===== config.mk =====
export PLATFORM = sky130hd
export DESIGN_NAME = control_word_decoder
export DESIGN_NICKNAME = d
export VERILOG_FILES = /design/src/rtl/control_word_decoder.sv
export SDC_FILE = /design/constraint.sdc
export NUM_CORES = 1
export LEC_CHECK = 0
export ABC_AREA = 0
export BUFFER_PORTS_ARGS = -buffer_cell sky130_fd_sc_hd__buf_2
export CORE_UTILIZATION = 54
export DETAILED_ROUTE_END_ITERATION = 7
export GPL_TIMING_DRIVEN = 0
export PLACE_DENSITY = 0.84
export SLEW_MARGIN = 10
export SYNTH_ARGS = -nofsm -noshare
export SYNTH_HDL_FRONTEND = slang
export SYNTH_SLANG_ARGS = --single-unit

===== constraint.sdc =====
create_clock -name clk -period 3.5 [get_ports clk]
set_input_delay 0.35 -clock clk [delete_from_list [all_inputs] [get_ports clk]]
set_output_delay 0.35 -clock clk [all_outputs]
set_load 0.03 [all_outputs]

===== src/rtl/control_word_decoder.sv =====
// Control word decoder for the 8-bit CPU: turns the sequencer stage and the
// instruction opcode into the registered 15-bit datapath control word. It also
// holds the halt latch, the illegal-opcode flag and the retired-instruction count.
module control_word_decoder (
  input  logic        clk,
  input  logic        rst_n,
  input  logic [2:0]  stage_i,
  input  logic [3:0]  opcode_i,
  output logic [14:0] ctrl_o,
  output logic        halted_o,
  output logic        illegal_o,
  output logic [7:0]  retired_o
);

  // Stage codes from the sequencer
  localparam logic [2:0] StageT0 = 3'd0;
  localparam logic [2:0] StageT1 = 3'd1;
  localparam logic [2:0] StageT2 = 3'd2;
  localparam logic [2:0] StageT3 = 3'd3;
  localparam logic [2:0] StageT4 = 3'd4;
  localparam logic [2:0] StageT5 = 3'd5;

  // Opcodes
  localparam logic [3:0] OpHlt = 4'h0;
  localparam logic [3:0] OpNop = 4'h1;
  localparam logic [3:0] OpAdd = 4'h2;
  localparam logic [3:0] OpSub = 4'h3;
  localparam logic [3:0] OpLda = 4'h4;
  localparam logic [3:0] OpOut = 4'h5;
  localparam logic [3:0] OpSta = 4'h6;
  localparam logic [3:0] OpJmp = 4'h7;

  // Control words (active-low signals idle high in CwNop)
  localparam logic [14:0] CwNop     = 15'h0FE3;
  localparam logic [14:0] CwFetch0  = 15'h27E3; // E_P, /L_MA
  localparam logic [14:0] CwFetch1  = 15'h4FE3; // C_P
  localparam logic [14:0] CwFetch2  = 15'h0D63; // /CE, /L_I
  localparam logic [14:0] CwAddrIr  = 15'h07A3; // /E_I, /L_MA
  localparam logic [14:0] CwRamToA  = 15'h0DC3; // /CE, /L_A
  localparam logic [14:0] CwRamToB  = 15'h0DE1; // /CE, /L_B
  localparam logic [14:0] CwSumToA  = 15'h0FC7; // E_U, /L_A
  localparam logic [14:0] CwDiffToA = 15'h0FCF; // S_U, E_U, /L_A
  localparam logic [14:0] CwAToOut  = 15'h0FF2; // E_A, /L_O
  localparam logic [14:0] CwAToRam  = 15'h0EF3; // E_A, /L_R
  localparam logic [14:0] CwIrToPc  = 15'h1FA3; // /E_I, L_P

  logic [14:0] ctrl_d, ctrl_q;
  logic [3:0]  opcode_d, opcode_q;
  logic        halted_d, halted_q;
  logic        illegal_d, illegal_q;
  logic [7:0]  retired_d, retired_q;

  logic [3:0]  exec_op;
  logic        is_t3;
  logic        hlt_now;

  // Execute-stage word for one opcode; st is T3/T4/T5
  function automatic logic [14:0] exec_word(input logic [3:0] op, input logic [2:0] st);
    logic [14:0] w;
    w = CwNop;
    case (op)
      OpLda: begin
        if (st == StageT3)      w = CwAddrIr;
        else if (st == StageT4) w = CwRamToA;
      end
      OpAdd: begin
        if (st == StageT3)      w = CwAddrIr;
        else if (st == StageT4) w = CwRamToB;
        else                    w = CwSumToA;
      end
      OpSub: begin
        if (st == StageT3)      w = CwAddrIr;
        else if (st == StageT4) w = CwRamToB;
        else                    w = CwDiffToA;
      end
      OpOut: if (st == StageT3) w = CwAToOut;
      OpSta: begin
        if (st == StageT3)      w = CwAddrIr;
        else if (st == StageT4) w = CwAToRam;
      end
      OpJmp: if (st == StageT3) w = CwIrToPc;
      OpHlt, OpNop: w = CwNop;
      default: w = CwNop; // undefined opcodes execute as NOP
    endcase
    return w;
  endfunction

  assign is_t3   = (stage_i == StageT3);
  // T3 decodes the live opcode; T4/T5 use the one captured at T3
  assign exec_op = is_t3 ? opcode_i : opcode_q;
  assign hlt_now = is_t3 && (opcode_i == OpHlt);

  // Next-state: control word, opcode capture, latches and retire counter
  always_comb begin
    ctrl_d    = CwNop;
    opcode_d  = opcode_q;
    halted_d  = halted_q;
    illegal_d = illegal_q;
    retired_d = retired_q;

    case (stage_i)
      StageT0: ctrl_d = CwFetch0;
      StageT1: ctrl_d = CwFetch1;
      StageT2: ctrl_d = CwFetch2;
      StageT3, StageT4, StageT5: ctrl_d = exec_word(exec_op, stage_i);
      default: ctrl_d = CwNop; // IDLE and invalid stages
    endcase

    if (halted_q || hlt_now) begin
      ctrl_d = CwNop;
    end

    if (is_t3) begin
      opcode_d = opcode_i;
      if (opcode_i == OpHlt) halted_d = 1'b1;
      if (opcode_i[3])       illegal_d = 1'b1;
    end

    if ((stage_i == StageT5) && !halted_q) begin
      retired_d = retired_q + 8'd1;
    end
  end

  // State registers with synchronous active-low reset
  always_ff @(posedge clk) begin
    if (!rst_n) begin
      ctrl_q    <= CwNop;
      opcode_q  <= OpNop;
      halted_q  <= 1'b0;
      illegal_q <= 1'b0;
      retired_q <= 8'd0;
    end else begin
      ctrl_q    <= ctrl_d;
      opcode_q  <= opcode_d;
      halted_q  <= halted_d;
      illegal_q <= illegal_d;
      retired_q <= retired_d;
    end
  end

  assign ctrl_o    = ctrl_q;
  assign halted_o  = halted_q;
  assign illegal_o = illegal_q;
  assign retired_o = retired_q;

endmodule


==> results of run 1 <==
==> logic make-up after synthesis <==
| logic type | share of synthesized area |
|---|---|
| AND/OR/NAND/NOR | 0.330 |
| flip-flops | 0.459 |
| AO/OA/AOI/OAI | 0.0972 |
| buffers and inverters | 0.0430 |
| XOR/XNOR | 0.0502 |
| adder cells (fa/ha/maj) | 0.0102 |
| other | 0.00307 |
| multiplexers | 0.00819 |
==> layer usage <==
layer  share of wire  global-route usage
met5               0                   0
met3           0.061              0.0278
met1            0.49               0.299
met2            0.43               0.329
met4           0.022               0.133
==> cell type report <==
| type | instances | area, sq um |
|---|---|---|
| fillers | 182 | 623 |
| multi-input cells | 96 | 609 |
| clock buffers | 3 | 22.5 |
| repair buffers | 28 | 140 |
| plain buffers | 9 | 52.6 |
| flip-flops and latches | 28 | 561 |
| well taps | 27 | 33.8 |
==> state kept, by name, indices dropped and copies added, names as in the netlist <==
name       cells
ctrl_o        14
retired_o      8
opcode_q       4
halted_o       1
illegal_o      1
==> power groups by stage <==
stage	clock network, mW	registers, mW	logic, mW
after floorplan	0	0.342	0.0354
after global placement	0	0.335	0.0564
after detailed placement	0	0.335	0.0575
after CTS	0.131	0.328	0.0578
after global routing	0.147	0.330	0.0641
final	0.127	0.329	0.0583
==> metrics by stage <==
stage,power [mW],utilization
final,0.514,0.695
after detailed placement,0.393,0.684
after global routing,0.541,0.695
after floorplan,0.377,-
after global placement,0.392,0.684
after CTS,0.517,0.695
==> cells in the mapped netlist, drive strengths merged, types with 4 or more instances <==
master	count	share of area
nor4	4	0.038
and2	7	0.036
buf	6	0.034
nand3	4	0.016
a21oi	6	0.025
nor2	11	0.034
nor2b	7	0.036
dfxtp	28	0.46
nand2	16	0.049
xnor2	6	0.043
nand4	4	0.020
==> path summary, 6_finish.rpt <==
check                                start            to  cells after the start  slack (ns)
worst max-delay path              halted_o  retired_o[7]                      5        2.11
worst min-delay path            stage_i[1]    ctrl_o[13]                      2        0.21
worst max register to register    halted_o  retired_o[7]                      5        2.11
worst min register to register   illegal_o     illegal_o                      2        0.51
==> flow_summary.yaml, run 1 <==
outcome:
  status: "finished, final reports clean"
final_layout:
  final_cell_mix: "31 x buf_2, 28 x dfxtp_1, 16 x nand2_1, 11 x nor2_1"
  diodes: 0
  stdcell_count: 191
  fin_area_sq_um: 1420
  syn2layout_area_growth_pct: 16.1
  fin_nets: 176
  layout_commonest_cell: "buf_2"
  layout-drive-gt1-share: 0.262
clock_tree:
  root_buffer: "clkbuf_4"
  clk-insertion-delay-late_ns: 0.32
  clk_pin_slew_ns: 0.13
  cts_hold_buf: 0
  numCtsBuffers: 3
  clock_path_buffers: 2
  cts_tree: "built"
  cts.htree.levels: 1
  cts-resized-gates: 0
  cts_setup_buffers: 0
  cts.sinks: 28
global_routing:
  overflow: 0
  grt_pass1_vias: 948
  grt_max_degree: 15
  antenna_found_initial: 0
  grt_pass1_wl_mm: 4.15
  grt_util_all_layers: 0.220
detailed_routing:
  ant_nets: 0
  drtIter0Drc: 19
  drcViolationCount: 0
  via_per_inst: 5.41
  firstDrtPassIters: 4
  vias: 1034
  routed_wl_mm: 2.30
  wire_per_inst_um: 12.0
floorplan:
  core-area_sq_um: 2040
  fp.dieH_um: 49.6
  io-pin-count: 34
  dieArea_sq_um: 2460
  die_x_um: 49.6
  num_rows: 16
  start_util: 0.599
synthesis:
  seq_area_frac_synth: 0.459
  syn-cell-area_sq_um: 1220
  synth_cell_types: 37
  yosysWarnings: 0
  synthCells: 133
  synth_fp_nets: 143
  ys_async_sr_fraction: 0
  ys_seq_elements: 28
  synth-edff-count: 0
  synthFlopType: "dfxtp_1"
  avgSynthCellArea_sq_um: 9.19
pwr:
  ir_worst_vdd_uv: 243
  p_leak_nw: 0.587
  clkPwrFrac: 0.247
  internal-power_uw: 385
  comb_power_share: 0.113
  p_seq_frac: 0.639
  power.density_nw_per_um2: 362
  swShare: 0.250
  p_sw_uw: 129
place:
  dpl.hpwl_mm: 1.67
  io_buffers: 28
  place.gp.congestion: 0.835
  dpl_cell_area_sq_um: 1400
  dp_cells: 188
  dpl_worst_slack_ns: 1.93
sta:
  hold_viol_final: 0
  rsz0062_at_grt: "no"
  worst_slack_ns: 2.11
  hold_ws_ns: 0.213
  min_period_over_period: 0.396
  finClkSkew_ns: 0.00240
  fmax_mhz: 721
  setup_viol: 0
  setup_tns_ns: 0
  min_period_ns: 1.39
  slew_viol_final: 0
worst_setup_path:
  cp_max_fo: 8
  cp_slowest_cell: "dfxtp_1"
  crit_required_ns: 3.74
  critPathKind: "flip-flop to flip-flop"
  cp.buffers_inverters: 1
  cp.arrival_ns: 1.62
  cpPeakStageDelay_ns: 0.37
  setup.worst_path.end_class: "flip-flop"
  cp-start-kind: "flip-flop"
  crit_chain: "nor4bb_1 > buf_2 > nand4_1 > xnor2_1 > and2_1"
  crit_family: "simple AND/OR/NAND/NOR gates"
hold_path:
  hold_path_class: "input pin to flip-flop"
run:
  drv_cap: 0
No activity file was read; power rests on OpenSTA's default activity.
==> inputs of run 2 (changes only) <==
Settings changed: ABC_AREA 0 to 1, CORE_UTILIZATION 54 to 47, PLACE_DENSITY 0.84 to 0.77.
Clock period 3.5 ns to 1.2 ns, I/O delays scaled along.
==> run 2 against run 1 <==
- the flow now finishes with violations (negative setup slack)
- global-route usage is 3.2 points lower
- clock skew about the same
- critical endpoint is now ctrl_o[9]
- synthesized cell count up 36%
- routed wire length rose by 24%
- register-to-register slack lost 2.1 ns
- count of clock-buffer cells in the layout unchanged
- worst setup slack worse by 2.1 ns
==> flow_summary.yaml, run 2 <==
outcome:
  violations: "negative setup slack"
  status: "complete, but fails checks"
pwr:
  power.density_nw_per_um2: 1090
  ir_worst_vdd_uv: 743
  comb_power_share: 0.186
  internal-power_mw: 1.41
  p_sw_uw: 529
  p_seq_frac: 0.497
  swShare: 0.272
  p_leak_nw: 0.791
  clkPwrFrac: 0.318
clock_tree:
  clk_pin_slew_ns: 0.15
  cts_tree: "built"
  clk-insertion-delay-late_ns: 0.33
  cts.htree.levels: 1
  clock_path_buffers: 2
  numCtsBuffers: 3
  cts.sinks: 28
  root_buffer: "clkbuf_4"
synthesis:
  ys_seq_elements: 28
  synthFlopType: "dfxtp_1"
  synth_fp_nets: 191
  synth.top_cell.area_share: 0.412
  synth_common_cells: "38 x nand2_1, 28 x dfxtp_1, 18 x inv_1, 15 x nor2_1, 11 x nand4_1"
  synth_area_leaders: "dfxtp_1 41%, nand2_1 10%, nand4_1 5.1%"
  synth_largest_area_cell: "dfxtp_1"
  ys_async_sr_fraction: 0
  yosysWarnings: 0
  avgSynthCellArea_sq_um: 7.52
  synth-edff-count: 0
  synthCells: 181
  seq_area_frac_synth: 0.412
  syn-cell-area_sq_um: 1360
  synth_cell_types: 27
  synth_most_common_cell: "nand2_1"
final_layout:
  fin_nets: 234
  layout-drive-gt1-share: 0.426
  largest_register_ff_count: 14
  final_cell_mix: "30 x nand2_1, 29 x buf_2, 23 x dfxtp_1, 15 x inv_1, 15 x nand2_2"
  syn2layout_area_growth_pct: 31.2
  layout_commonest_cell: "nand2_1"
  diodes: 0
sta:
  min_period_ns: 1.23
  slew_viol_final: 0
  tightestPinTransition_ns: 0.562
  fmax_mhz: 812
  hold_viol_final: 0
  min_period_over_period: 1.03
  rsz0062_at_grt: "yes"
  slew_headroom: 0.621
  setup_tns_ns: -0.0494
  finClkSkew_ns: 0.00246
  worst_slack_ns: -0.0314
  setup_viol: 3
global_routing:
  grt_max_degree: 17
  grt_pass1_vias: 1069
  grt_util_all_layers: 0.188
  grt_pass1_wl_mm: 4.66
  antenna_found_initial: 0
  overflow: 0
place:
  dpl.hpwl_mm: 2.02
  place.gp.congestion: 0.863
  dpl_worst_slack_ns: -0.238
  io_buffers: 29
worst_setup_path:
  crit_required_ns: 1.49
  critPathKind: "flip-flop to flip-flop"
  cp_slowest_cell: "dfxtp_2"
  crit_chain: "inv_2 > nand2_2 > nand2_4 > nor2_4 > o21ai_0 > o21ai_1 > o21ai_1 > nand2_1"
  setup.worst_path.end_class: "flip-flop"
  crit_top_cell: "o21ai_1"
  cp.arrival_ns: 1.52
  cp-start-kind: "flip-flop"
  cpPeakStageDelay_ns: 0.39
  cp.buffers_inverters: 1
  reg2reg_depth: 8
  r2r_slack_ns: -0.03
  cp_max_fo: 7
  crit_family: "simple AND/OR/NAND/NOR gates"
  path_depth: 8
detailed_routing:
  wire_per_inst_um: 11.3
  ant_nets: 0
  drcViolationCount: 0
  drtIter0Drc: 37
  via_per_inst: 5.12
  vias: 1300
  routed_wl_mm: 2.86
  firstDrtPassIters: 4
floorplan:
  num_rows: 19
  dieArea_sq_um: 3120
  die_x_um: 55.8
  fp.dieH_um: 55.8
  start_util: 0.494
  io-pin-count: 34
  core-area_sq_um: 2760
run:
  drv_cap: 0
hold_path:
  hold_path_class: "input pin to flip-flop"
  worstHoldPathCells: 2
## run 2: cell count changes in the layout (fill, tap and decap cells not counted), sizes merged, moves of 6 or more
cell / change
xnor2: -6
o21ai: +8
nand2: +35
buf: +7
nand3: +6
inv: +21
nor2b: -7
nand4: +8
nor2: +10
and2: -7
## run 2: path summary, 6_finish.rpt
check	start	end
worst max-delay path	opcode_q[2]	ctrl_o[9]
worst max register to register	opcode_q[2]	ctrl_o[9]
worst min-delay path	stage_i[2]	ctrl_o[13]
worst min register to register	illegal_o	illegal_o
## run 2: cell type report
type,count,area [sq um]
plain buffers,5,41.3
clock buffers,3,22.5
clock inverters,1,30.0
fillers,239,971
inverters,21,86.3
multi-input cells,127,771
flip-flops and latches,28,574
well taps,31,38.8
repair buffers,38,223
## run 2: routing by layer
layer / part of all wire / global-route usage / vias to the layer above
li1: - / - / 679
met1: 0.49 / 0.255 / 583
met2: 0.46 / 0.298 / 33
met3: 0.039 / 0.0302 / 5
met4: 0.013 / 0.0801 / 0
met5: 0 / 0 / -
## run 2: stage by stage
stage	power [mW]	instance area (sq um)	hold WS, ns	instances	util
6_report	1.94	1790	0.0891	254	0.648
5_1_grt	2.04	1790	0.0725	254	0.648
4_1_cts	1.93	1710	0.00979	250	0.619
3_5_place_dp	1.30	1580	0.362	241	0.574
3_3_place_gp	1.29	1580	0.352	241	0.574
2_1_floorplan	1.22	1400	0.192	181	-
## run 2: cells by family (layout without fill, tap and decap cells)
logic type	Yosys count	after routing	synth area share
other	1	1	0.00275
flip-flops	28	28	0.412
AO/OA/AOI/OAI	23	23	0.0910
buffers and inverters	26	68	0.0901
adder cells (fa/ha/maj)	1	1	0.00919
AND/OR/NAND/NOR	102	102	0.395
## run 2: timing repair
item | 4_1_cts | 5_1_grt
endpoints found under the setup margin | 6 | 12
hold buffers | 0 | 1
pin swaps | 7 | 8
gates resized for setup | 11 | 15
endpoints found under the hold margin | 0 | 1
buffers inserted | 5 | 3
## run 2: power groups by stage
| stage | logic, mW | registers [mW] | clock network, mW |
|---|---|---|---|
| CTS | 0.338 | 0.963 | 0.630 |
| floorplan | 0.202 | 1.02 | 0 |
| detailed placement | 0.313 | 0.983 | 0 |
| global placement | 0.311 | 0.982 | 0 |
| global route | 0.395 | 0.969 | 0.675 |
| finish | 0.361 | 0.965 | 0.617 |
